$ cat src/rtl/cdb_pkg.sv
`default_nettype none
// ============================================================================
// Module      : cdb_pkg
// Description : Shared defaults, broadcast entry type and pointer helper for
//               the common data bus arbiter.
// Revision    : 1.0 - initial release
// ============================================================================
package cdb_pkg;

  localparam int c_default_num_fu     = 4;
  localparam int c_default_data_width = 32;
  localparam int c_default_tag_width  = 7;
  localparam int c_default_src_width  = $clog2(c_default_num_fu);

  // Broadcast entry at the default widths.
  typedef struct packed {
    logic [c_default_data_width-1:0] data;
    logic [c_default_tag_width-1:0]  tag;
    logic [c_default_src_width-1:0]  src;
  } cdb_entry_t;

  function automatic int unsigned cdb_wrap_inc(input int unsigned idx,
                                               input int unsigned n);
    return (idx + 1 >= n) ? 0 : idx + 1;
  endfunction

endpackage
`default_nettype wire

$ cat src/rtl/cdb_arbiter_if.sv
`default_nettype none
// ============================================================================
// Module      : cdb_arbiter_if
// Description : Functional-unit completion and broadcast bus bundle.
// Revision    : 1.0 - initial release
// ============================================================================
interface cdb_arbiter_if #(
  parameter int NUM_FU     = 4,
  parameter int DATA_WIDTH = 32,
  parameter int TAG_WIDTH  = 7
);
  localparam int c_src_w = $clog2(NUM_FU);

  logic [NUM_FU-1:0]            fu_done;
  logic [NUM_FU*DATA_WIDTH-1:0] fu_result;
  logic [NUM_FU*TAG_WIDTH-1:0]  fu_tag;
  logic [NUM_FU-1:0]            fu_queued;
  logic                         cdb_valid;
  logic [DATA_WIDTH-1:0]        cdb_data;
  logic [TAG_WIDTH-1:0]         cdb_tag;
  logic [c_src_w-1:0]           cdb_src;
  logic                         cdb_ready;
  logic                         overflow_err;

  modport master (
    output fu_done, fu_result, fu_tag, cdb_ready,
    input  fu_queued, cdb_valid, cdb_data, cdb_tag, cdb_src, overflow_err
  );

  modport slave (
    input  fu_done, fu_result, fu_tag, cdb_ready,
    output fu_queued, cdb_valid, cdb_data, cdb_tag, cdb_src, overflow_err
  );

endinterface
`default_nettype wire

$ cat src/rtl/cdb_rr_arbiter.sv
`default_nettype none
// ============================================================================
// Module      : cdb_rr_arbiter
// Description : Picks one pending FU. CDB_ROUND_ROBIN_EN selects round-robin
//               from i_ptr; otherwise the lowest pending index wins.
// Revision    : 1.0 - initial release
// ============================================================================
module cdb_rr_arbiter #(
  parameter int NUM_FU = 4
) (
  input  logic [NUM_FU-1:0]         i_pending,
  input  logic [$clog2(NUM_FU)-1:0] i_ptr,
  output logic [NUM_FU-1:0]         o_grant,
  output logic [$clog2(NUM_FU)-1:0] o_grant_idx,
  output logic                      o_grant_valid
);
  localparam int c_src_w = $clog2(NUM_FU);

  assign o_grant_valid = |i_pending;

`ifdef CDB_ROUND_ROBIN_EN
  logic [c_src_w:0]   w_sum;
  logic [c_src_w-1:0] w_cand;
  logic               w_found;

  // Walk the ring starting at the pointer; the first pending FU wins.
  always_comb begin
    o_grant     = '0;
    o_grant_idx = '0;
    w_found     = 1'b0;
    w_sum       = '0;
    w_cand      = '0;
    for (int k = 0; k < NUM_FU; k++) begin
      w_sum = {1'b0, i_ptr} + (c_src_w+1)'(k);
      if (w_sum >= (c_src_w+1)'(NUM_FU)) begin
        w_sum = w_sum - (c_src_w+1)'(NUM_FU);
      end
      w_cand = w_sum[c_src_w-1:0];
      if (!w_found && i_pending[w_cand]) begin
        w_found         = 1'b1;
        o_grant[w_cand] = 1'b1;
        o_grant_idx     = w_cand;
      end
    end
  end
`else
  logic w_unused_ptr;
  assign w_unused_ptr = ^i_ptr;

  always_comb begin
    o_grant     = '0;
    o_grant_idx = '0;
    for (int i = NUM_FU - 1; i >= 0; i--) begin
      if (i_pending[i]) begin
        o_grant     = '0;
        o_grant[i]  = 1'b1;
        o_grant_idx = c_src_w'(i);
      end
    end
  end
`endif

endmodule
`default_nettype wire

$ cat src/rtl/cdb_arbiter.sv
`default_nettype none
// ============================================================================
// Module      : cdb_arbiter
// Description : Collects FU completions and broadcasts one per cycle on the
//               common data bus. Macro CDB_ROUND_ROBIN_EN enables round-robin.
// Revision    : 1.0 - initial release
// ============================================================================
module cdb_arbiter
  import cdb_pkg::*;
#(
  parameter int NUM_FU     = c_default_num_fu,
  parameter int DATA_WIDTH = c_default_data_width,
  parameter int TAG_WIDTH  = c_default_tag_width
) (
  input  logic         clk,
  input  logic         rst,
  cdb_arbiter_if.slave bus
);
  localparam int c_src_w = $clog2(NUM_FU);

  logic [DATA_WIDTH-1:0] w_slice_data [NUM_FU];
  logic [TAG_WIDTH-1:0]  w_slice_tag  [NUM_FU];

  logic [NUM_FU-1:0]     r_pending;
  logic [DATA_WIDTH-1:0] r_hold_data [NUM_FU];
  logic [TAG_WIDTH-1:0]  r_hold_tag  [NUM_FU];

  logic                  r_cdb_valid;
  logic [DATA_WIDTH-1:0] r_cdb_data;
  logic [TAG_WIDTH-1:0]  r_cdb_tag;
  logic [c_src_w-1:0]    r_cdb_src;
  logic [NUM_FU-1:0]     r_queued;
  logic                  r_overflow;

  logic [c_src_w-1:0]    w_ptr;
  logic [NUM_FU-1:0]     w_grant;
  logic [c_src_w-1:0]    w_grant_idx;
  logic                  w_grant_valid;
  logic                  w_load;

  genvar gi;
  generate
    for (gi = 0; gi < NUM_FU; gi++) begin : g_slice
      assign w_slice_data[gi] = bus.fu_result[gi*DATA_WIDTH +: DATA_WIDTH];
      assign w_slice_tag[gi]  = bus.fu_tag[gi*TAG_WIDTH +: TAG_WIDTH];
    end
  endgenerate

  cdb_rr_arbiter #(
    .NUM_FU (NUM_FU)
  ) u_arb (
    .i_pending     (r_pending),
    .i_ptr         (w_ptr),
    .o_grant       (w_grant),
    .o_grant_idx   (w_grant_idx),
    .o_grant_valid (w_grant_valid)
  );

  // Only registered pending bits compete, so a fresh done waits one edge.
  assign w_load = w_grant_valid && (!r_cdb_valid || bus.cdb_ready);

`ifdef CDB_ROUND_ROBIN_EN
  logic [c_src_w-1:0] r_ptr;

  always_ff @(posedge clk) begin
    if (rst) begin
      r_ptr <= '0;
    end else if (w_load) begin
      r_ptr <= c_src_w'(cdb_wrap_inc(32'(w_grant_idx), NUM_FU));
    end
  end

  assign w_ptr = r_ptr;
`else
  assign w_ptr = '0;
`endif

  always_ff @(posedge clk) begin
    if (rst) begin
      r_pending   <= '0;
      r_cdb_valid <= 1'b0;
      r_cdb_data  <= '0;
      r_cdb_tag   <= '0;
      r_cdb_src   <= '0;
      r_queued    <= '0;
      r_overflow  <= 1'b0;
      for (int i = 0; i < NUM_FU; i++) begin
        r_hold_data[i] <= '0;
        r_hold_tag[i]  <= '0;
      end
    end else begin
      for (int i = 0; i < NUM_FU; i++) begin
        if (bus.fu_done[i]) begin
          // A done on the FU being granted this edge refills the slot cleanly.
          r_pending[i]   <= 1'b1;
          r_hold_data[i] <= w_slice_data[i];
          r_hold_tag[i]  <= w_slice_tag[i];
          if (r_pending[i] && !(w_load && w_grant[i])) begin
            r_overflow <= 1'b1;
          end
        end else if (w_load && w_grant[i]) begin
          r_pending[i] <= 1'b0;
        end
      end

      if (w_load) begin
        r_cdb_valid <= 1'b1;
        r_cdb_data  <= r_hold_data[w_grant_idx];
        r_cdb_tag   <= r_hold_tag[w_grant_idx];
        r_cdb_src   <= w_grant_idx;
        r_queued    <= w_grant;
      end else begin
        r_queued <= '0;
        if (r_cdb_valid && bus.cdb_ready) begin
          r_cdb_valid <= 1'b0;
        end
      end
    end
  end

  assign bus.fu_queued    = r_queued;
  assign bus.cdb_valid    = r_cdb_valid;
  assign bus.cdb_data     = r_cdb_data;
  assign bus.cdb_tag      = r_cdb_tag;
  assign bus.cdb_src      = r_cdb_src;
  assign bus.overflow_err = r_overflow;

endmodule
`default_nettype wire
$ cat src/flat_wrapper.sv
// flat-port wrapper written by rule: the top's interface ports become plain ports
module cdb_arbiter_flat import cdb_pkg::*;
#(
  parameter int NUM_FU     = c_default_num_fu,
  parameter int DATA_WIDTH = c_default_data_width,
  parameter int TAG_WIDTH  = c_default_tag_width
)
  (clk, rst, bus_fu_done, bus_fu_result, bus_fu_tag, bus_cdb_ready, bus_fu_queued, bus_cdb_valid, bus_cdb_data, bus_cdb_tag, bus_cdb_src, bus_overflow_err);
  cdb_arbiter_if #(.NUM_FU(NUM_FU), .DATA_WIDTH(DATA_WIDTH), .TAG_WIDTH(TAG_WIDTH)) bus_i ();
  input  logic clk;
  input  logic rst;
  input wire logic [$bits(bus_i.fu_done)-1:0] bus_fu_done;
  input wire logic [$bits(bus_i.fu_result)-1:0] bus_fu_result;
  input wire logic [$bits(bus_i.fu_tag)-1:0] bus_fu_tag;
  input wire logic [$bits(bus_i.cdb_ready)-1:0] bus_cdb_ready;
  output wire logic [$bits(bus_i.fu_queued)-1:0] bus_fu_queued;
  output wire logic [$bits(bus_i.cdb_valid)-1:0] bus_cdb_valid;
  output wire logic [$bits(bus_i.cdb_data)-1:0] bus_cdb_data;
  output wire logic [$bits(bus_i.cdb_tag)-1:0] bus_cdb_tag;
  output wire logic [$bits(bus_i.cdb_src)-1:0] bus_cdb_src;
  output wire logic [$bits(bus_i.overflow_err)-1:0] bus_overflow_err;
  assign bus_i.fu_done = bus_fu_done;
  assign bus_i.fu_result = bus_fu_result;
  assign bus_i.fu_tag = bus_fu_tag;
  assign bus_i.cdb_ready = bus_cdb_ready;
  assign bus_fu_queued = bus_i.fu_queued;
  assign bus_cdb_valid = bus_i.cdb_valid;
  assign bus_cdb_data = bus_i.cdb_data;
  assign bus_cdb_tag = bus_i.cdb_tag;
  assign bus_cdb_src = bus_i.cdb_src;
  assign bus_overflow_err = bus_i.overflow_err;
  cdb_arbiter #(.NUM_FU(NUM_FU), .DATA_WIDTH(DATA_WIDTH), .TAG_WIDTH(TAG_WIDTH)) u_core (.clk(clk), .rst(rst), .bus(bus_i));
endmodule
$ cat config.mk
export PLATFORM = sky130hd
export DESIGN_NAME = cdb_arbiter_flat
export DESIGN_NICKNAME = d
export VERILOG_FILES = /design/src/rtl/cdb_pkg.sv /design/src/rtl/cdb_arbiter_if.sv /design/src/rtl/cdb_rr_arbiter.sv /design/src/rtl/cdb_arbiter.sv /design/src/flat_wrapper.sv
export SDC_FILE = /design/constraint.sdc
export NUM_CORES = 1
export LEC_CHECK = 0
export ABC_CLOCK_PERIOD_IN_PS = 5200
export CORE_ASPECT_RATIO = 2
export CORE_UTILIZATION = 55
export CTS_BUF_LIST = sky130_fd_sc_hd__clkbuf_4
export DETAILED_ROUTE_END_ITERATION = 8
export PLACE_DENSITY = 0.89
export SETUP_SLACK_MARGIN = 0.15
export SLEW_MARGIN = 5
export SYNTH_ARGS = -nofsm -noshare
export SYNTH_HDL_FRONTEND = slang
export SYNTH_SLANG_ARGS = --single-unit
$ cat constraint.sdc
create_clock -name clk -period 5.2 [get_ports clk]
set_input_delay 1.04 -clock clk [delete_from_list [all_inputs] [get_ports clk]]
set_output_delay 1.04 -clock clk [all_outputs]
set_load 0.1 [all_outputs]
==> results of run 1 <==
## cells by family (layout without fill, tap and decap cells)
kind of cell	after synthesis	count (layout)	synth area share, %
flops	207	207	67.42
buf+inv	48	298	2.764
mux	78	78	9.225
compound gates	55	55	5.352
other cells	0	1	0
simple gates	226	226	15.24
## flip-flops by register name (all words and copies together) (netlist names)
name / flops
u_core.bus.cdb_data: 32
u_core.bus.cdb_src: 2
u_core.bus.cdb_tag: 7
u_core.bus.cdb_valid: 1
u_core.bus.fu_queued: 4
u_core.bus.overflow_err: 1
u_core.r_hold_data: 128
u_core.r_hold_tag: 28
u_core.r_pending: 4
## cells in the final DEF (no fill, tap or decap), drive strengths merged, types with 3 or more instances in the layout
cell and count:
buf 8, mux2i 78, dfxtp 51, nand2 43, nor2 9, clkbuf 58, clkinv 17, inv 4
edfxtp 156, or2 4, a21oi 5, and2 118, clkdlybuf4s50 209, nor2b 6, o221ai 39, and3 39
nor3 3
## power groups by stage
| stage | Sequential (mW) | Clock (mW) | Combinational, mW |
|---|---|---|---|
| detailed placement | 2.02 | 0 | 0.739 |
| finish | 1.99 | 1.23 | 0.741 |
| global route | 2.00 | 1.32 | 0.772 |
| floorplan | 2.26 | 0 | 0.221 |
| global placement | 2.01 | 0 | 0.718 |
| CTS | 1.98 | 1.24 | 0.742 |
## final cells by class
class / count / area [um^2] / area share (%)
clock buffer: 58 / 435.4 / 3.871
timing repair buffer: 217 / 2152 / 19.13
inverter: 3 / 11.26 / 0.1001
multi-input combinational: 359 / 2564 / 22.79
tap: 195 / 244.0 / 2.169
clock inverter: 20 / 135.1 / 1.201
antenna: 1 / 2.502 / 0.02224
sequential: 207 / 5705 / 50.72
## stage by stage
stage          total power, mW  std cells  hold slack (ns)  util (%)
2_1_floorplan            2.476        614           0.4795         -
3_3_place_gp             2.730        981           0.4485     71.66
3_5_place_dp             2.759        981           0.4487     71.66
4_1_cts                  3.970       1059           0.4689     75.49
5_1_grt                  4.090       1060           0.4888     75.51
6_report                 3.954       1060           0.4702     75.51
## worst paths after layout
kind	start	to	depth (start not counted)	slack (ns)
setup / recovery	u_core.bus.cdb_valid	bus_cdb_valid	1	1.97
hold / removal	u_core.bus.cdb_data[13]	u_core.bus.cdb_data[13]	2	0.47
setup reg to reg	u_core.r_pending[1]	u_core.bus.cdb_tag[1]	4	2.84
hold reg to reg	u_core.bus.cdb_data[13]	u_core.bus.cdb_data[13]	2	0.47
## routing by layer
metal  vias to the layer above  wire length [um]  global-route usage [%]
met5                         -                 0                       0
met4                         0              1302                   17.96
met3                        83              1107                   3.599
met2                       291             11650                   50.45
met1                      2783              7160                   27.88
li1                       2714                 -                       -
==> results list, run 1 <==
* Number of global-route vias before repair: 6300
- Post-CTS setup-driven buffer insertion count: 0
* Req. time, crit path: about 4.2 ns
* Die ar.: 15920 um^2
- Syn avg cell area: 13.78 um^2
- Power share of the combinational group: 18.7%
- Traced cell by cell, the critical path runs through clkdlybuf4s50_1.
* PnR worst setup slack: slightly below 2 ns
* HPWL reported at the end of detailed placement: ~14000 um
- Across every metal layer, demand over resource in global routing totals between 20 and 30%.
* Power Internal: 2.819 mW
- Die outline height: 177.4 um
- Final period demand of the worst path: 3.226 ns
* Biggest area consumer among synthesized cells: edfxtp_1
* Number of hold-slack violations in the final timing report: 0
- Sum of negative setup slack: 0 ns
- TritonCTS built the clock tree.
* Synth cell types: 31
- Synthesized cell area: 8463 um^2
- Number of warnings printed during yosys synthesis: 0
- Count of vias placed by the detailed router: 5871
* Slew Limit Headroom: between 20% and 30%
* Cell types with the largest area share after synthesis: edfxtp_1 (55%), dfxtp_1 (12%), mux2i_1 (9.2%)
* Area Growth Syn to Fin: 32.92%
- Gate count after technology mapping: 614
* Wire length per cell after detailed routing: 20.01 um
- The most common cell in the synthesized netlist is edfxtp_1.
* Initial DRC count: 411
- Number of gates resized after CTS: 0
- For the final database, setup skew stands at about 0.028 ns.
- Global route overflow: 0
- Wires add up to 21220 um.
- Port buffering added 209 buffers.
- The count of nets left with antenna violations once routing finished came out at 0.
- Fraction of registers with async set/reset: 0%
- With fillers left out, the area of the finished cells amounts to 11250 um^2.
- Number of sinks driven by the clock tree: 207
* Vias per cell: 5.539
- Cell with the largest stage delay on the worst path: clkdlybuf4s50_1
- After the last flow step, the layout net total stands at 993.
- Hold/Removal Path Class: reg -> reg
- The number of antenna violations at the first check in global routing came to 1.
- The worst setup path is launched from a register.
- Cell types with the highest counts after synthesis: edfxtp_1 (156), and2_1 (118), mux2i_1 (78)
* Starting density of the core: a little under three fifths
- Largest net degree at the start of global routing: 46
- Clk pwr share: 31.0%
- The H-tree generated during clock tree synthesis spans 2 levels.
* P per Cell Area: 351.4 nW/um^2
* Gate family responsible for the most delay along the worst path: buffers and inverters
- Max Fclk: 310.0 MHz
- CP Class: reg -> out
* Total core area: approximately 15000 um^2
* Total of flip-flops plus latches after synthesis: 207
- Type of destination of the critical path: output port
- The number of buffers and inverters on the critical path is 1.
- Of the cells placed in the final design, the portion with a size suffix greater than 1 is 10.30%.
- Across the run, the number of max-cap violations was 0.
- DRT Pass-1 Iters: 7
- Cts-stage hold buffer count: 0
- At the pin with the least slew margin, the transition time is ~1.2 ns.
- Counting along the longest clock path gives a buffer depth of 3.
- The congestion estimate from routability-driven global placement came to between 0.8 and 0.9.
- Setup repair after global routing left no endpoint under its margin.
- Prior to clock tree synthesis, the placed netlist has a worst setup slack of between 1.5 and 2 ns.
* Synthesized net count: between 700 and 800
- For this design the static power due to leakage is roughly 4.3 nW.
- Share of the clock period used by the worst path: 62.03%
- Post-synth top area share: a little under three fifths
* Root buf cell: clkbuf_4
- Wire length of the first global-routing pass: 32350 um
* Worst-skew pair later-pin latency: 0.60 ns
- Most frequently used flop master after synthesis: edfxtp_1
- Detailed-route DRC error count: 0
* Post-synthesis sequential area ratio: about two thirds
- Result of the run: complete, no violations
- Net switching is around 29% of the power.
- After clock tree synthesis, the clock-pin slew on the worst setup and hold paths is 0.07 ns.
* Total of fill cells in the finished design: 897
* Max VDD drop: 0.2091 mV
- Count of pins on the block boundary: 210
- CTS Buf Count: 42
- Count of flip-flops with a built-in enable after synthesis: 156
* Worst stage delay on the critical path: 1.22 ns
* CP Data Arrival Time: 2.19 ns
- In this run the worst path has a maximum fanout of 3.
* Final setup vio count: 0
- Row generation in the floorplan step produced 63 rows.
- Number of pins with negative max-slew slack in the final report: 0
- Summing all placed instances gives a cell area of 10680 um^2.
- Part of the total power dissipated in sequential elements: 50.2%
* Die X-Extent: 89.72 um
* Total net switching power: 1.134 mW
Power figures use the tool's default switching activity.
==> inputs of run 2 (changes only) <==
ABC_CLOCK_PERIOD_IN_PS = 3100   (was 5200)
CORE_UTILIZATION = 51   (was 55)
PLACE_DENSITY = 0.83   (was 0.89)
clock period = 3.1 ns   (was 5.2 ns; I/O delays follow)
==> results list, run 2 (synthesis results as in run 1) <==
* Result of the run: complete, no violations
- The global router's overall resource usage is 25.26% (-1.7 points).
- Detailed-route DRC error count: 0 (unchanged)
- The total negative slack is 0 ns (unchanged).
- Derived from the worst setup path, the maximum achievable clock frequency is approximately 430 MHz.
* Final wirelength: 21450 um (+1.1%)
- Total instance count after detailed placement: 1003 (+2.2%)
- The number of routed nets with antenna violations was 0 (unchanged).
* Clock tree skew after final layout: 0.03660 ns (+0.008234 ns)
* Global placement routability congestion: 0.9519 (+12%)
- The width of the die was 93.09 um (+3.8%).
* Post-route design area: 11300 um^2 (+0.45%)
- The total grt overflow came to 0 (unchanged).
- CP Class: reg -> reg
- Largest Register: u_core.r_hold_data
- Number of gates resized after CTS: 0 (unchanged)
* Final Util: 69.46% (-6.1 points)
- Commonest non-fill, non-tap cell in the layout: clkdlybuf4s50_1
- DRT Pass-1 Iters: 6 (-1)
- The post-CTS setup buffer count came to 0 (unchanged).
- CP Data Arrival Time: 2.80 ns (+0.61 ns)
- The number of vias in the routed layout was 5933 (+1.1%).
- Hold/Removal Path Class: reg -> reg
- The headroom to the max-slew limit came to 24.00% (+1.0 points).
* Starting density of the core: 52.02% (-4.8 points)
* Fraction of final layout cells sized beyond drive strength 1: 16.82% (+6.5 points)
* Max VDD drop: 0.2847 mV (+36%)
- The tree is rooted in a clkbuf_4.
* Final setup vio count: 0 (unchanged)
* Max FFs per register: 128 (unchanged)
- CTS tree: yes
- The overall die height was 184.2 um (+3.8%).
- P per Cell Area: 591.7 nW/um^2 (+68%)
* Total power after layout: 6.686 mW (+69%)
* Number of sinks driven by the clock tree: 207 (unchanged)
- Share of the clock period used by the worst path: 75.04%
- Number of nets in the layout: 1006 (+1.3%)
- Cell area after placement: 10710 um^2 (+0.27%)
- The count of final hold-check violations was 0 (unchanged).
- Wire length per cell after detailed routing: 19.84 um (-0.88%)
- # Max-Cap Violations: 0 (unchanged)
- Initial DRC count: 350 (-15%)
- Critical path launch point type: register
- Setup repair after global routing left no endpoint under its margin.
* Final period demand of the worst path: 2.326 ns
- Die ar.: 17140 um^2 (+7.7%)
- The depth of the CTS H-tree was 2 (unchanged).
- The leakage power of the design was 4.499 nW (+3.7%).
- CTS Buf Count: 42 (unchanged)
* Highest net fanout along the worst path: 39 (+36)
- Number of antenna violations at the first check in global routing: 3 (+2)
- The pin count of the biggest net entering global routing came to 44 (-4.3%).
- The number of buffers inserted for hold repair after clock tree synthesis came to 0 (unchanged).
- The clock transition time at the flip-flop clock pins of the worst setup and hold paths was 0.07 ns (about the same).
- HPWL reported at the end of detailed placement: 15190 um (+5.3%)
* Req. time, crit path: 3.58 ns (-0.58 ns)
- STA classifies the critical path endpoint as a register.
- The first-pass GRT wire length is 32070 um (-0.85%).
* Worst-skew pair later-pin latency: 0.60 ns (about the same)
* Most frequent cells in the layout: clkdlybuf4s50_1 (162), edfxtp_1 (156), and2_1 (118)
- Final Non-Filler Cells: 1081 (+2.0%)
* Input/output buffers: 209 (unchanged)
- Count of pins on the block boundary: 210 (unchanged)
- Clock buffer depth: 3 (unchanged)
- Vias per cell: 5.488 (-0.91%)
* Area Growth Syn to Fin: 33.52%
* Number of pins with negative max-slew slack in the final report: 0 (unchanged)
* Transition time of the tightest slew-check pin: 1.137 ns (-0.01754 ns)
- The number of placement rows came to 66 (+4.8%).
- The core outline area came to 16270 um^2 (+9.2%).
- The via count of the first global-routing pass came to 6424 (+2.0%).
run 2: routing by layer:
layer / part of all wire (%) / vias to the layer above / global-route usage, %
met2: 55 / 289 / 46.18
met3: 6.4 / 83 / 3.878
met4: 6.2 / 0 / 17.85
met5: 0 / - / 0
met1: 32 / 2822 / 25.52
li1: - / 2739 / -
run 2: critical path, cell delays in order (launching register included):
cell	delay, ns
dfxtp_1	0.42
or4_4	0.60
a21oi_4	0.90
nand2_1	0.16
o221ai_1	0.12
run 2: where the power goes:
part	total [mW]	switching [mW]	internal (mW)
Sequential	3.33	0.104	3.22
Clock	2.12	0.968	1.15
Combinational	1.24	0.794	0.449
run 2: metrics by stage:
stage               hold slack [ns]  worst slack (ns)
floorplan                    0.4795            0.8777
global placement             0.4494            0.3715
detailed placement           0.4561            0.2944
CTS                          0.4717            0.7652
global route                 0.4921            0.6547
finish                       0.4710            0.7738
run 2: path summary, 6_finish.rpt:
path,from,to,slack [ns],depth (start not counted)
max,u_core.r_pending[1],u_core.bus.cdb_data[12],0.77,4
min,u_core.bus.cdb_data[10],u_core.bus.cdb_data[10],0.47,2
max reg2reg,u_core.r_pending[1],u_core.bus.cdb_data[12],0.77,4
min reg2reg,u_core.bus.cdb_data[10],u_core.bus.cdb_data[10],0.47,2
run 2: area by class of cell:
type / instances / area (um^2)
flip-flops and latches: 207 / 5705
fillers: 1104 / 4969
multi-input cells: 359 / 2564
repair buffers: 230 / 2170
clock buffers: 60 / 450.4
well taps: 204 / 255.2
clock inverters: 15 / 136.4
inverters: 3 / 11.26
diodes: 3 / 7.507
